`src/rtl/mem_bus_arbiter.sv`:
```
// Purpose : shares one main-memory port between I-cache refills and D-cache refills/write-backs.
//           Ports: CLK/RESET; I_* and D_* requester ports; MEM_* memory port (strobes, address, write data registered).
// Latency : request seen at edge N -> MEM strobe after N -> requester BUSYWAIT low one cycle after completion.
// Backpr. : MEM_BUSYWAIT holds SERVE; losing/pending requester sees BUSYWAIT=1 until its RELEASE cycle.
module mem_bus_arbiter #(
  parameter int ADDR_WIDTH  = 28,
  parameter int DATA_WIDTH  = 128,
  parameter int ROUND_ROBIN = 1
) (
  input  logic                  CLK,
  input  logic                  RESET,
  input  logic                  I_READ,
  input  logic [ADDR_WIDTH-1:0] I_ADDRESS,
  output logic [DATA_WIDTH-1:0] I_READDATA,
  output logic                  I_BUSYWAIT,
  input  logic                  D_READ,
  input  logic                  D_WRITE,
  input  logic [ADDR_WIDTH-1:0] D_ADDRESS,
  input  logic [DATA_WIDTH-1:0] D_WRITEDATA,
  output logic [DATA_WIDTH-1:0] D_READDATA,
  output logic                  D_BUSYWAIT,
  output logic                  MEM_READ,
  output logic                  MEM_WRITE,
  output logic [ADDR_WIDTH-1:0] MEM_ADDRESS,
  output logic [DATA_WIDTH-1:0] MEM_WRITEDATA,
  input  logic [DATA_WIDTH-1:0] MEM_READDATA,
  input  logic                  MEM_BUSYWAIT
);

  typedef enum logic [2:0] {IDLE, SERVE_I, SERVE_D, RELEASE_I, RELEASE_D} state_e;

  localparam logic GNT_I = 1'b0;
  localparam logic GNT_D = 1'b1;
  localparam logic RR_EN = (ROUND_ROBIN != 0);

  state_e                state_q, state_d;
  logic                  last_grant_q, last_grant_d;
  logic                  mem_read_q, mem_read_d;
  logic                  mem_write_q, mem_write_d;
  logic [ADDR_WIDTH-1:0] mem_addr_q, mem_addr_d;
  logic [DATA_WIDTH-1:0] mem_wdata_q, mem_wdata_d;
  logic [DATA_WIDTH-1:0] i_rdata_q, i_rdata_d;
  logic [DATA_WIDTH-1:0] d_rdata_q, d_rdata_d;

  logic i_req;
  logic d_req;
  logic pick_d;

  assign i_req = I_READ;
  assign d_req = D_READ | D_WRITE;

  // D wins when alone, when fixed priority is selected, or when I was served last.
  assign pick_d = d_req & (~i_req | ~RR_EN | (last_grant_q == GNT_I));

  always_comb begin
    state_d      = state_q;
    last_grant_d = last_grant_q;
    mem_read_d   = mem_read_q;
    mem_write_d  = mem_write_q;
    mem_addr_d   = mem_addr_q;
    mem_wdata_d  = mem_wdata_q;
    i_rdata_d    = i_rdata_q;
    d_rdata_d    = d_rdata_q;

    case (state_q)
      IDLE: begin
        if (pick_d) begin
          state_d     = SERVE_D;
          mem_addr_d  = D_ADDRESS;
          mem_wdata_d = D_WRITEDATA;
          // a write-back takes precedence over a refill raised at the same time
          mem_write_d = D_WRITE;
          mem_read_d  = ~D_WRITE;
        end else if (i_req) begin
          state_d     = SERVE_I;
          mem_addr_d  = I_ADDRESS;
          mem_write_d = 1'b0;
          mem_read_d  = 1'b1;
        end
      end

      // The entry edge came from IDLE, so MEM_BUSYWAIT is only looked at from the
      // first edge after entry onwards: at least one cycle is spent here.
      SERVE_I: begin
        if (!MEM_BUSYWAIT) begin
          mem_read_d   = 1'b0;
          mem_write_d  = 1'b0;
          // a withdrawn request lets memory finish but the data is dropped
          if (I_READ) begin
            i_rdata_d = MEM_READDATA;
          end
          last_grant_d = GNT_I;
          state_d      = RELEASE_I;
        end
      end

      SERVE_D: begin
        if (!MEM_BUSYWAIT) begin
          mem_read_d  = 1'b0;
          mem_write_d = 1'b0;
          if (mem_read_q && D_READ) begin
            d_rdata_d = MEM_READDATA;
          end
          last_grant_d = GNT_D;
          state_d      = RELEASE_D;
        end
      end

      RELEASE_I, RELEASE_D: state_d = IDLE;

      default: state_d = IDLE;
    endcase
  end

  always_ff @(posedge CLK or negedge RESET) begin
    if (!RESET) begin
      state_q      <= IDLE;
      last_grant_q <= GNT_I;
      mem_read_q   <= 1'b0;
      mem_write_q  <= 1'b0;
      mem_addr_q   <= '0;
      mem_wdata_q  <= '0;
      i_rdata_q    <= '0;
      d_rdata_q    <= '0;
    end else begin
      state_q      <= state_d;
      last_grant_q <= last_grant_d;
      mem_read_q   <= mem_read_d;
      mem_write_q  <= mem_write_d;
      mem_addr_q   <= mem_addr_d;
      mem_wdata_q  <= mem_wdata_d;
      i_rdata_q    <= i_rdata_d;
      d_rdata_q    <= d_rdata_d;
    end
  end

  // Stall is dropped only in the requester's own RELEASE cycle.
  assign I_BUSYWAIT    = i_req & (state_q != RELEASE_I);
  assign D_BUSYWAIT    = d_req & (state_q != RELEASE_D);
  assign I_READDATA    = i_rdata_q;
  assign D_READDATA    = d_rdata_q;
  assign MEM_READ      = mem_read_q;
  assign MEM_WRITE     = mem_write_q;
  assign MEM_ADDRESS   = mem_addr_q;
  assign MEM_WRITEDATA = mem_wdata_q;

endmodule

```
`config.mk`:
```
export PLATFORM = sky130hd
export DESIGN_NAME = mem_bus_arbiter
export DESIGN_NICKNAME = d
export VERILOG_FILES = /design/src/rtl/mem_bus_arbiter.sv
export SDC_FILE = /design/constraint.sdc
export NUM_CORES = 1
export LEC_CHECK = 0
export ABC_AREA = 1
export CAP_MARGIN = 10
export CORE_AREA = 4 4 286 288
export CTS_CLUSTER_SIZE = 40
export DETAILED_ROUTE_END_ITERATION = 12
export DIE_AREA = 0 0 290 292
export PLACE_DENSITY_LB_ADDON = 0.08
export SLEW_MARGIN = 20
export SYNTH_ARGS = -nofsm -noshare
export SYNTH_HDL_FRONTEND = slang
export SYNTH_SLANG_ARGS = --single-unit
```
`constraint.sdc`:
```
create_clock -name CLK -period 2.6 [get_ports CLK]
set_clock_uncertainty 0.15 [all_clocks]
set_input_delay 0.52 -clock CLK [delete_from_list [all_inputs] [get_ports CLK]]
set_output_delay 0.52 -clock CLK [all_outputs]
set_load 0.005 [all_outputs]
```
==> metrics.md <==
| Metric | Value |
|---|---|
| Clock Latency Late Sink | 0.57 ns |
| Root buf cell | clkbuf_16 |
| First-pass GRT wire length | 106.9 mm |
| Final worst path period share | 0.9602 |
| Multi-input gate area | 4748 um2 |
| Pin count of the biggest net entering global routing | 113 |
| Worst-Margin Slew | 0.5953 ns |
| Die W | 290 um |
| Max FO, Critical Path | 3 |
| Total grt overflow | 0 |
| Crit path buffers/inverters | 2 |
| Sw power | 0.01054 W |
| Final Hold Vio Count | 0 |
| Switching Fraction | 0.3352 |
| Residual DRC | 0 |
| Delay-heaviest family, CP | buffers and inverters |
| Post-synthesis sequential area ratio | 0.6382 |
| Slowest stage delay, CP | 0.59 ns |
| DRT iter0 DRCs | 759 |
| Post-DP HPWL | 55.20 mm |
| Post-Route Utilization | 0.3412 |
| Crit path time final | 2.496 ns |
| Initial Utilization | 0.2078 |
| Logic pwr share | 0.417 |
| WP data required | 1.93 ns |
| Nets | 2837 |
| FMAX | 400.6 MHz |
| Routed len/inst | 19.93 um |
| Slew margin rel. | 0.6031 |
| Chip height | 292 um |
| P per Cell Area | 1169 nW/um2 |
| Share of cells above drive strength 1 | 0.05947 |
| Largest area contributor in the netlist | dfrtp_1 |
| Synthesized area | 16390 um2 |
| Leak | 12.74 nW |
| Total CTS buffers | 52 |
| Synth top area share | 0.6382 |
| Fin area | 26910 um2 |
| Vias/cell | 4.029 |
| DR vias | 14550 |
| Clock transition at path regs | 0.05 ns |
| First drt pass iteration count | 5 |
| Antenna violations before repair | 8 |
| CP Capture Type | primary output |
| Max Cap Violations | 0 |
| Number of I/O port buffers | 733 |
| Register Area | 10460 um2 |
| Worst hold path type | in2async |
| # IOs | 734 |
| Num Clock Sinks | 418 |
| WS Path Type | in2out |
| Clock Path Buffers | 3 |
| Filler Cell Count | 8155 |
| P_int | 0.02090 W |
| Slowest stage cell, crit path | clkdlybuf4s50_1 |
| Synth-to-layout area growth | 64.17% |
| Final setup viols | 0 |
| Syn Inst Count | 1780 |
| Vias in the first global route | 15340 |
| RSZ-0062 raised after global routing | no |
| Syn_nets | 2098 |
| Clock power frac | 0.234 |
| Gr usage total | 0.1655 |
| FF+latch count, synth | 418 |
| Num rows | 103 |
| Total Wirelength | 71.98 mm |
| Die area | 84680 um2 |
| R2R Setup Slk | 0.63 ns |
| Status | finished, final reports clean |
| Peak supply drop | 0.5083 mV |
| Yosys warns | 0 |
| Post CTS Setup Buffer Count | 0 |
| Unique masters post-synth | 20 |
| Worst setup SP type | primary input |
| Number of routed nets with antenna violations | 0 |
| Crit path DAT | 1.83 ns |
| Mean area per synthesized cell | 9.208 um2 |
| Core ar. | 78870 um2 |
| H-tree depth | 2 |
| RD Place Congestion | 0.7891 |
| Seq pwr share | 0.349 |
| Placed inst area | 25140 um2 |
| Pins Over Slew Limit | 0 |
| Largest cells by area after synthesis | dfrtp_1 64%, nand2_1 16%, o21ai_1 7.2%, nand3_1 4.0%, inv_1 3.1% |
| Critical-path cell list | clkdlybuf4s50_1 > nor2_1 > a21oi_1 > dlygate4sd2_1 |
| CTS tree | done |
## stage by stage
| step | TNS (ns) | instances | power (W) | hold slack [ns] | setup slack [ns] |
|---|---|---|---|---|---|
| 5_1_grt | 0 | 3612 | 0.03360 | 0.3013 | 0.03170 |
| 4_1_cts | 0 | 3606 | 0.03217 | 0.2732 | 0.08656 |
| 3_5_place_dp | -0.2037 | 3514 | 0.02450 | 0.3074 | -0.2037 |
| 3_3_place_gp | -0.2144 | 3514 | 0.02438 | 0.3041 | -0.2144 |
| 2_1_floorplan | 0 | 1780 | 0.01544 | 0.07441 | 1.073 |
| 6_report | 0 | 3612 | 0.03145 | 0.2811 | 0.1035 |
## cells in the mapped netlist
master / n
buf_4: 7
nand2_1: 708
nor2_4: 1
nand2_2: 1
a31oi_1: 1
inv_1: 135
nand4_2: 1
nand3_1: 131
inv_2: 2
nand3b_1: 1
o21ai_1: 235
dfrtp_1: 418
clkbuf_1: 4
a21oi_1: 3
buf_2: 76
nor2_1: 7
o21ai_0: 22
nand3_2: 1
nor2_2: 4
buf_6: 22
## registers in the layout (all words and copies together) (netlist names)
name,count
MEM_READ,1
I_READDATA,128
MEM_WRITE,1
MEM_ADDRESS,28
last_grant_q,1
D_READDATA,128
state_q,3
MEM_WRITEDATA,128
## worst paths after layout
check                             startpoint           endpoint  cells past startpoint
min reg2reg                MEM_WRITEDATA[24]  MEM_WRITEDATA[24]                      2
min                                    RESET    MEM_ADDRESS[22]                      2
max reg2reg                       state_q[0]  MEM_WRITEDATA[16]                      6
min in group CLK           MEM_WRITEDATA[24]  MEM_WRITEDATA[24]                      2
max in group asynchronous              RESET    D_READDATA[116]                      3
max                                   D_READ         D_BUSYWAIT                      4
## final cells by class
type / instances / share of cell area
Clock buffer: 80 / 0.05943
Tap cell: 1050 / 0.04883
Clock inverter: 11 / 0.005348
Multi-Input combinational cell: 1116 / 0.1765
Sequential cell: 418 / 0.3887
Timing Repair Buffer: 794 / 0.3015
Antenna cell: 6 / 0.0005580
Inverter: 137 / 0.01911
## cells in the final DEF, fill, tap and decap left out, types with 3 or more instances in the layout
cell type / n
a21oi_1: 3
buf_12: 25
buf_4: 35
bufinv_16: 3
clkbuf_1: 11
clkbuf_16: 54
clkbuf_8: 15
clkdlybuf4s50_1: 730
clkinv_2: 6
dfrtp_1: 418
diode_2: 6
inv_1: 135
nand2_1: 708
nand3_1: 131
nor2_1: 6
nor2_2: 4
o21ai_0: 22
o21ai_1: 235
## per-layer routing
layer  GRT usage  share of wire  vias up
li1            -              -     7091
met1      0.1828           0.38     6997
met2      0.3135           0.54      381
met3     0.04229          0.058       79
met4     0.04558          0.022        4
met5           0        0.00032        -
## cells by family after synthesis
logic type,share of synthesized area
AO/OA/AOI/OAI,0.07978
buffers and inverters,0.07382
AND/OR/NAND/NOR,0.2082
flip-flops,0.6382
## power groups by stage
stage / Combinational (W) / Clock, W / Sequential (W)
global route: 0.0143 / 0.00794 / 0.0113
global placement: 0.0134 / 0 / 0.0109
detailed placement: 0.0135 / 0 / 0.0110
floorplan: 0.00429 / 0 / 0.0111
finish: 0.0131 / 0.00737 / 0.0110
CTS: 0.0135 / 0.00769 / 0.0110
## timing repair
action | 4_1_cts | 5_1_grt
hold endpoints to repair | 36 | 0
gates resized for setup | 2 | 0
setup endpoints to repair | 2 | 0
hold buffers | 1 | 0
No activity file was read; power rests on OpenSTA's default activity.
